==> src/rtl/cpu_types_pkg.sv <==
// Shared CPU field types plus the loader format and state enumerations.
// Loader states carry an LD_ prefix so they do not collide with the RAM status names.
package cpu_types_pkg;

  typedef logic [5:0] opcode_t;
  typedef logic [5:0] funct_t;

  typedef struct packed {
    opcode_t    opcode;
    logic [4:0] rs;
    logic [4:0] rt;
    logic [4:0] rd;
    logic [4:0] shamt;
    funct_t     funct;
  } r_t;

  typedef struct packed {
    opcode_t     opcode;
    logic [4:0]  rs;
    logic [4:0]  rt;
    logic [15:0] imm;
  } i_t;

  typedef struct packed {
    opcode_t     opcode;
    logic [25:0] addr;
  } j_t;

  typedef enum logic [1:0] {FREE = 2'd0, BUSY = 2'd1, ACCESS = 2'd2, ERROR = 2'd3} ramstate_t;

  typedef enum logic [1:0] {FMT_R = 2'd0, FMT_I = 2'd1, FMT_J = 2'd2, FMT_BAD = 2'd3} fmt_t;

  typedef enum logic [1:0] {LD_IDLE = 2'd0, LD_RUN = 2'd1, LD_DONE = 2'd2, LD_ERROR = 2'd3} loader_state_t;

endpackage

==> src/rtl/instr_encoder_loader_word_fifo.sv <==
// Synchronous FIFO of {last, word}; flush empties it in one cycle and wins over push/pop.
module word_fifo #(
  parameter int DEPTH = 4,
  parameter int W     = 33
) (
  input  logic         clk,
  input  logic         rst,
  input  logic         flush,
  input  logic         push,
  input  logic [W-1:0] din,
  input  logic         pop,
  output logic [W-1:0] dout,
  output logic         full,
  output logic         empty
);
  localparam int AW = $clog2(DEPTH);

  logic [W-1:0] mem_q [DEPTH];
  logic [AW-1:0] wr_q, rd_q;
  logic [AW:0]   cnt_q;
  logic          push_ok, pop_ok;

  assign full    = (cnt_q == (AW+1)'(DEPTH));
  assign empty   = (cnt_q == '0);
  assign push_ok = push && !full;
  assign pop_ok  = pop && !empty;
  assign dout    = mem_q[rd_q];

  always_ff @(posedge clk) begin
    if (rst || flush) begin
      wr_q  <= '0;
      rd_q  <= '0;
      cnt_q <= '0;
    end else begin
      if (push_ok) wr_q <= wr_q + AW'(1);
      if (pop_ok)  rd_q <= rd_q + AW'(1);
      cnt_q <= cnt_q + (AW+1)'(push_ok) - (AW+1)'(pop_ok);
    end
  end

  // Storage needs no reset: the occupancy count alone defines validity.
  always_ff @(posedge clk) begin
    if (push_ok) mem_q[wr_q] <= din;
  end

endmodule

==> src/rtl/instr_encoder_loader.sv <==
// Packs R/I/J field bundles into MIPS words, queues them, and streams them to RAM
// at consecutive word addresses starting from BASE_ADDR each session.
module instr_encoder_loader
  import cpu_types_pkg::*;
#(
  parameter int          DEPTH     = 4,
  parameter logic [31:0] BASE_ADDR = 32'h0000_0000
) (
  input  logic        CLK,
  input  logic        RST,
  input  logic        start,
  input  logic        in_valid,
  output logic        in_ready,
  input  logic [1:0]  fmt,
  input  logic [5:0]  opcode,
  input  logic [4:0]  rs,
  input  logic [4:0]  rt,
  input  logic [4:0]  rd,
  input  logic [4:0]  shamt,
  input  logic [5:0]  funct,
  input  logic [15:0] imm,
  input  logic [25:0] addr,
  input  logic        last,
  output logic        ramWEN,
  output logic [31:0] ramaddr,
  output logic [31:0] ramstore,
  input  logic [1:0]  ramstate,
  output logic        busy,
  output logic        done,
  output logic        error,
  output logic [15:0] count
);

  loader_state_t state_q, state_d;
  logic [31:0]   addr_q, addr_d;
  logic [15:0]   count_q, count_d;

  r_t          r_fld;
  i_t          i_fld;
  j_t          j_fld;
  logic [31:0] word;
  logic        full, empty, head_last;
  logic        run, accept, bad, push, wr_ok, wr_err, begin_run;

  assign r_fld = '{opcode: opcode, rs: rs, rt: rt, rd: rd, shamt: shamt, funct: funct};
  assign i_fld = '{opcode: opcode, rs: rs, rt: rt, imm: imm};
  assign j_fld = '{opcode: opcode, addr: addr};

  always_comb begin
    word = r_fld;
    case (fmt_t'(fmt))
      FMT_I:   word = i_fld;
      FMT_J:   word = j_fld;
      default: word = r_fld;
    endcase
  end

  assign run       = (state_q == LD_RUN);
  assign in_ready  = run && !full;
  assign accept    = in_valid && in_ready;
  assign bad       = accept && (fmt_t'(fmt) == FMT_BAD);
  assign push      = accept && !bad;
  assign ramWEN    = run && !empty;
  assign wr_ok     = ramWEN && (ramstate_t'(ramstate) == ACCESS);
  assign wr_err    = ramWEN && (ramstate_t'(ramstate) == ERROR);
  assign begin_run = start && !run;

  word_fifo #(.DEPTH(DEPTH), .W(33)) u_fifo (
    .clk   (CLK),
    .rst   (RST),
    .flush (begin_run),
    .push  (push),
    .din   ({last, word}),
    .pop   (wr_ok),
    .dout  ({head_last, ramstore}),
    .full  (full),
    .empty (empty)
  );

  always_comb begin
    state_d = state_q;
    addr_d  = addr_q;
    count_d = count_q;
    case (state_q)
      LD_RUN: begin
        // An error wins over a same-cycle completion; the pop itself still happens.
        if (wr_err || bad)          state_d = LD_ERROR;
        else if (wr_ok && head_last) state_d = LD_DONE;
      end
      default: if (start) state_d = LD_RUN;
    endcase
    if (begin_run) begin
      addr_d  = BASE_ADDR;
      count_d = '0;
    end else if (wr_ok) begin
      addr_d  = addr_q + 32'd4;
      count_d = count_q + 16'd1;
    end
  end

  always_ff @(posedge CLK) begin
    if (RST) begin
      state_q <= LD_IDLE;
      addr_q  <= BASE_ADDR;
      count_q <= '0;
    end else begin
      state_q <= state_d;
      addr_q  <= addr_d;
      count_q <= count_d;
    end
  end

  assign ramaddr = addr_q;
  assign count   = count_q;
  assign busy    = run;
  assign done    = (state_q == LD_DONE);
  assign error   = (state_q == LD_ERROR);

endmodule

==> config.mk <==
export PLATFORM = sky130hd
export DESIGN_NAME = instr_encoder_loader
export DESIGN_NICKNAME = d
export VERILOG_FILES = /design/src/rtl/cpu_types_pkg.sv /design/src/rtl/instr_encoder_loader_word_fifo.sv /design/src/rtl/instr_encoder_loader.sv
export SDC_FILE = /design/constraint.sdc
export NUM_CORES = 1
export LEC_CHECK = 0
export CELL_PAD_IN_SITES_DETAIL_PLACEMENT = 0
export CELL_PAD_IN_SITES_GLOBAL_PLACEMENT = 1
export CORE_AREA = 2 2 181 112
export CTS_BUF_LIST = sky130_fd_sc_hd__clkbuf_4 sky130_fd_sc_hd__clkbuf_8
export CTS_CLUSTER_DIAMETER = 60
export DETAILED_ROUTE_END_ITERATION = 8
export DIE_AREA = 0 0 183 114
export PLACE_DENSITY = 0.89
export SYNTH_ARGS = -nofsm -noshare
export SYNTH_HDL_FRONTEND = slang
export SYNTH_HIERARCHICAL = 1
export SYNTH_SLANG_ARGS = --single-unit
==> constraint.sdc <==
create_clock -name CLK -period 3.9 [get_ports CLK]
set_clock_uncertainty 0.2 [all_clocks]
set_input_delay 0.39 -clock CLK [delete_from_list [all_inputs] [get_ports CLK]]
set_output_delay 0.39 -clock CLK [all_outputs]
set_load 0.05 [all_outputs]
; ---- Yosys cells after proc, flatten, opt, wreduce, memory -nomap -nowiden
; Memory sizes are Yosys's and may differ from the RTL's. A register that Yosys moved wholly into a read port is not among the register bits.
; Index checks and enable logic that the tools add are counted.
[word_totals]
register_bits = 57
mem_bits_rw = 132
output_inout_bits = 85
mem_count = 1
[classes]
add_sub_neg = 6
n_eq_ne = 10
mux = 9
reduce_logical = 21
[mem_list]
columns = name, depth, word_bits, read_ports, rd_clocked_by_memory_dff, write_ports, line
row1 = u_fifo.mem_q, 4, 33, 1, 1, 1, instr_encoder_loader_word_fifo.sv:18  ; logic [W-1:0] mem_q [DEPTH];
[op_table]
columns = cell, count
row1 = one-hot mux 26 bit (2 select lines), 1
row2 = adder 32 x 3 -> 32 bit (second input constant), 1
row3 = adder 16 x 1 -> 16 bit (second input constant), 1
row4 = == test 2 bit (second input constant), 6
row5 = 2-to-1 mux 2 bit, 6
row6 = logical AND 1 bit, 11
row7 = adder 2 x 1 -> 2 bit (second input constant), 2
row8 = == test 2 x 1 -> 1 bit (second input constant), 2
row9 = zero test 1 bit, 4
row10 = adder 3 x 1 -> 3 bit, 1
row11 = == test 3 bit (second input constant), 1
row12 = zero test 3 bit, 1
row13 = inequality test 3 x 1 -> 1 bit (second input constant), 1
row14 = subtractor 3 x 1 -> 3 bit, 1
row15 = logical OR 1 bit, 2
row16 = 2-to-1 mux 1 bit, 2
row17 = AND reduction 2 bit, 1
row18 = nonzero test 2 bit, 1
row19 = OR reduction 2 bit, 1

; ---- Longest topological paths before layout
; Gate-level depths: netlist (run 1).
[depth]
ltp_word = 10
depth_mapped = 12

; ---- Modules after synthesis
; Netlist (run 1), hierarchy kept.
[by_module_without_submodules]
columns = module, n_inst, cells_per_inst, area_each_um2
row1 = word_fifo, 1, 223, 5251.3
row2 = instr_encoder_loader, 1, 365, 2861.5

; ---- Worst setup path before layout (run 1)
; OpenSTA, ideal clock, no wires.
[synth_timing]
kind = flip-flop to flip-flop
from = register u_fifo.cnt_q[1]
to = register u_fifo.cnt_q[2]
setup_time_ps = 120
t_arrival_ps = 2752
required_time_ps = 3580
setup_slack_ps = 828
path_stages_with_launch = 13
path_buffers = 1
period_less_slack_ps = 3072
path_cell_list = dfxtp_1 -> nor3_1 -> nand4bb_1 -> clkbuf_1 -> nor2_1 -> nor2b_1 -> ha_1 -> inv_1 -> ha_1 -> fa_1 -> xnor2_1 -> xnor2_1 -> nor3_1
[synth_via]
elab_cells_between_ends = 15
[synth_rtl]
columns = item, line
row1 = start: declaration, instr_encoder_loader_word_fifo.sv:20  ; logic [AW:0] cnt_q;
row2 = start signal: assignment, instr_encoder_loader_word_fifo.sv:37  ; cnt_q <= cnt_q + (AW+1)'(push_ok) - (AW+1)'(pop_ok);
row3 = zero test 3 bit, instr_encoder_loader_word_fifo.sv:24  ; assign empty = (cnt_q == '0);
row4 = named net empty, instr_encoder_loader.sv:42  ; logic full, empty, head_last;
row5 = zero test 1 bit, instr_encoder_loader.sv:63  ; assign ramWEN = run && !empty;
row6 = logical AND 1 bit, instr_encoder_loader.sv:63
row7 = logical AND 1 bit, instr_encoder_loader.sv:64  ; assign wr_ok = ramWEN && (ramstate_t'(ramstate) == ACCESS);
row8 = named net wr_ok, instr_encoder_loader.sv:43  ; logic run, accept, bad, push, wr_ok, wr_err, begin_run;
row9 = logical AND 1 bit, instr_encoder_loader_word_fifo.sv:26  ; assign pop_ok = pop && !empty;
row10 = named net u_fifo.pop_ok, instr_encoder_loader_word_fifo.sv:21  ; logic push_ok, pop_ok;
row11 = subtractor 3 x 1 -> 3 bit, instr_encoder_loader_word_fifo.sv:37
; The timed path passes the listed nets, and every way through them passes these cells.
; A chain may end at the register's enable or synchronous reset.

==> results of run 1 <==
[registers in the layout (all words and copies together), names as in the netlist, named ones only]
register	flops
u_fifo/wr_q	2
ramaddr	30
u_fifo/mem_q	132
count	16
u_fifo/cnt_q	3
u_fifo/rd_q	2
state_q	2
[power breakdown]
part	total [mW]	switching (mW)	internal (mW)
logic	0.377	0.218	0.159
registers	2.20	0.00969	2.19
clock network	1.21	0.701	0.504
[kinds of logic after synthesis]
family / count (synthesis) / share of synthesized area (%)
DFF: 189 / 62.9
and+or+nand+nor: 174 / 12.2
AOI/OAI and AO/OA: 107 / 8.20
buffers and inverters: 48 / 2.82
muxes: 39 / 9.90
xor gates and xnor gates: 18 / 1.94
adders and majority gates: 12 / 1.94
other: 1 / 0.0462
[final cells by class]
type / instances / share of cell area (%)
multi-input cells: 352 / 26.9
clock inverters: 14 / 1.17
inverters: 14 / 0.508
well taps: 252 / 3.05
repair buffers: 176 / 16.8
flip-flops and latches: 189 / 49.4
clock buffers: 17 / 2.26
[per-layer routing]
metal / vias up / global-route usage (%)
li1: 2614 / -
met1: 2780 / 24.6
met2: 148 / 28.9
met3: 21 / 4.34
met4: 0 / 6.13
met5: - / 0
[worst max path at each step]
| stage | start | slack [ns] | endpoint | depth (start not counted) |
|---|---|---|---|---|
| finish | flip-flop | 0.53 | ramstore[3] | 3 |
| global route | flip-flop | 0.33 | ramstore[0] | 3 |
| global placement | fmt[0] | 0.60 | u_fifo/cnt_q[2] | 13 |
| CTS | flip-flop | 0.43 | ramstore[0] | 3 |
| detailed placement | fmt[0] | 0.46 | u_fifo/cnt_q[2] | 13 |
| floorplan | u_fifo/cnt_q[1] | 0.83 | u_fifo/cnt_q[2] | 12 |
[cell usage in the layout, fill, tap and decap left out, drive strengths merged, types with 11 or more instances in the layout]
cell type      instances
edfxtp               132
a22oi                 16
a21oi                 31
o31ai                 18
buf                   11
nand3                 11
or3                   11
mux4                  33
nand2                 43
nor2                  21
inv                   17
or4                   17
nand4                 19
clkbuf                17
ha                    11
o21ai                 29
clkdlybuf4s50        165
dfxtp                 57
[per-stage QoR]
stage	instances	hold WS [ns]
after floorplan	589	0.259
after detailed placement	983	0.283
final	1014	0.300
after global placement	983	0.254
after CTS	1014	0.297
after global routing	1014	0.317
[worst register-to-register path, cell delays in order, from the launching register on]
cell and delay (ns):
dfxtp_1 0.37, nor3_1 0.59, nand4bb_1 0.24, nor2_1 0.07
nor2b_1 0.20, ha_1 0.33, inv_1 0.04, ha_1 0.18
fa_1 0.37, xnor2_1 0.14, xnor2_1 0.13, nor3_1 0.16
==> impl_metrics.tcl, run 1 <==
set metrics [dict create \
    status "finished, final reports clean" \
    syn_avg_cell_area_um2 13.8 \
    die_w_um 183 \
    drc 0 \
    regToRegSetupSlack_ns 0.78 \
    via_count 5563 \
    ys_ff_latch 189 \
    yosysMostFrequentCell "edfxtp_1" \
    crit_type "flip-flop to primary output" \
    htreeDepth 4 \
    rsz0062_at_grt "no" \
    drt-met1-wl_um 8300 \
    final.period_utilization_pct 86.4 \
    first_iter_violations 469 \
    arrival_ns 2.78 \
    final_max_slew_viol_count 0 \
    drv_cap 0 \
    diodes 0 \
    power_mw 3.78 \
    synthDominantCellAreaShare_pct 48.9 \
    top_layer_used "met4" \
    yosysSeqAreaShare_pct 62.9 \
    wl_met2_um 9060 \
    wl_um 18500 \
    hold_depth 2 \
    reg2reg_to "u_fifo/cnt_q[2]" \
    vias_per_cell 5.49 \
    die_y_um 114 \
    place_ws_ns 0.463 \
    root_buffer "clkbuf_8" \
    worstHoldEndpoint "count[15]" \
    synth_cell_type_count 47 \
    hold_buffers 0 \
    crit_required_ns 3.31 \
    grt_pass1_vias 5580 \
    place_area_um2 9990 \
    irDropWorstVdd_mv 0.214 \
    hp-start "count[15]" \
    fill_cells 1597 \
    worst-path-max-fanout 16 \
    antenna_found_initial 0 \
    cpLargestDelayFamily "buffers and inverters" \
    grt_max_degree 44 \
    gp_congestion 0.862 \
    cts_buffers 17 \
    max-clock-path-buffers 2 \
    finish.utilization_pct 53.3 \
    die_area_um2 20900 \
    ys.flop_type "edfxtp_1" \
    hpwl_um 13000 \
    r2r-start "u_fifo/cnt_q[1]" \
    num-nets-final 845 \
    worst_pin_slew_ns 0.902 \
    seq_area_um2 5110 \
    r2r_cells 11 \
    routedWlPerCell_um 18.2 \
    syn_area_um2 8110 \
    async_flop_share_pct 0 \
    crit_chain "buf_4, mux4_2, clkdlybuf4s50_1" \
    num_io_pins 168 \
    path_clk_slew_ns 0.10 \
    post_cts_buffers 0 \
    finalHoldViolations 0 \
    yosys_warnings 6 \
    netlist_instances 588 \
    rows 40 \
    clock-sinks 189 \
    max_stage_delay_ns 0.72 \
    critPathLaunchType "flip-flop" \
    worst_slack_ns 0.531 \
    min_period_ns 3.37 \
    initial_utilization_pct 41.8 \
    grt_pass1_wl_um 29200 \
    drive_above_1_share_pct 11.5 \
    routed-wl-met3_um 869 \
    max_freq_mhz 297 \
    cp-end-kind "primary output" \
    synth_area_leader_cell "edfxtp_1" \
    io_buffer_count 165 \
    relSlewSlack_pct 39.9 \
    multi_input_area_um2 2780 \
    grt_use_total_pct 18.1 \
    design_area_um2 10300 \
    synth_top_cells_by_area "edfxtp_1, dfxtp_1, mux4_2, nand2_1, a21oi_1" \
    setup_violations 0 \
    critical_path_buf_inv_count 2 \
    power.leakage_nw 3.28 \
    clk_latency_ns 0.46 \
    core_area_um2 19400 \
    synth_common_cells "edfxtp_1, dfxtp_1, nand2_1, mux4_2, a21oi_1" \
    cts_tree "done" \
    synth_edf_count 132 \
    area_delta_synth_final_pct 27.5 \
    hp-class "flip-flop to flip-flop" \
    antenna_left 0 \
    firstDrtPassIters 5 \
    grt_overflow 0 \
    critical_path.slowest_cell "clkdlybuf4s50_1" \
    setup_tns_ns 0 \
    cts_resized 0 \
    p_per_area_nw_per_um2 365 \
]
(Power assumes the default switching activity.)
==> run 2: changes to the inputs <==
Settings changed: SETUP_SLACK_MARGIN from default to 0.02.
==> results of run 2 <==
Final layout, timing and power as in run 1 (identical DEF).
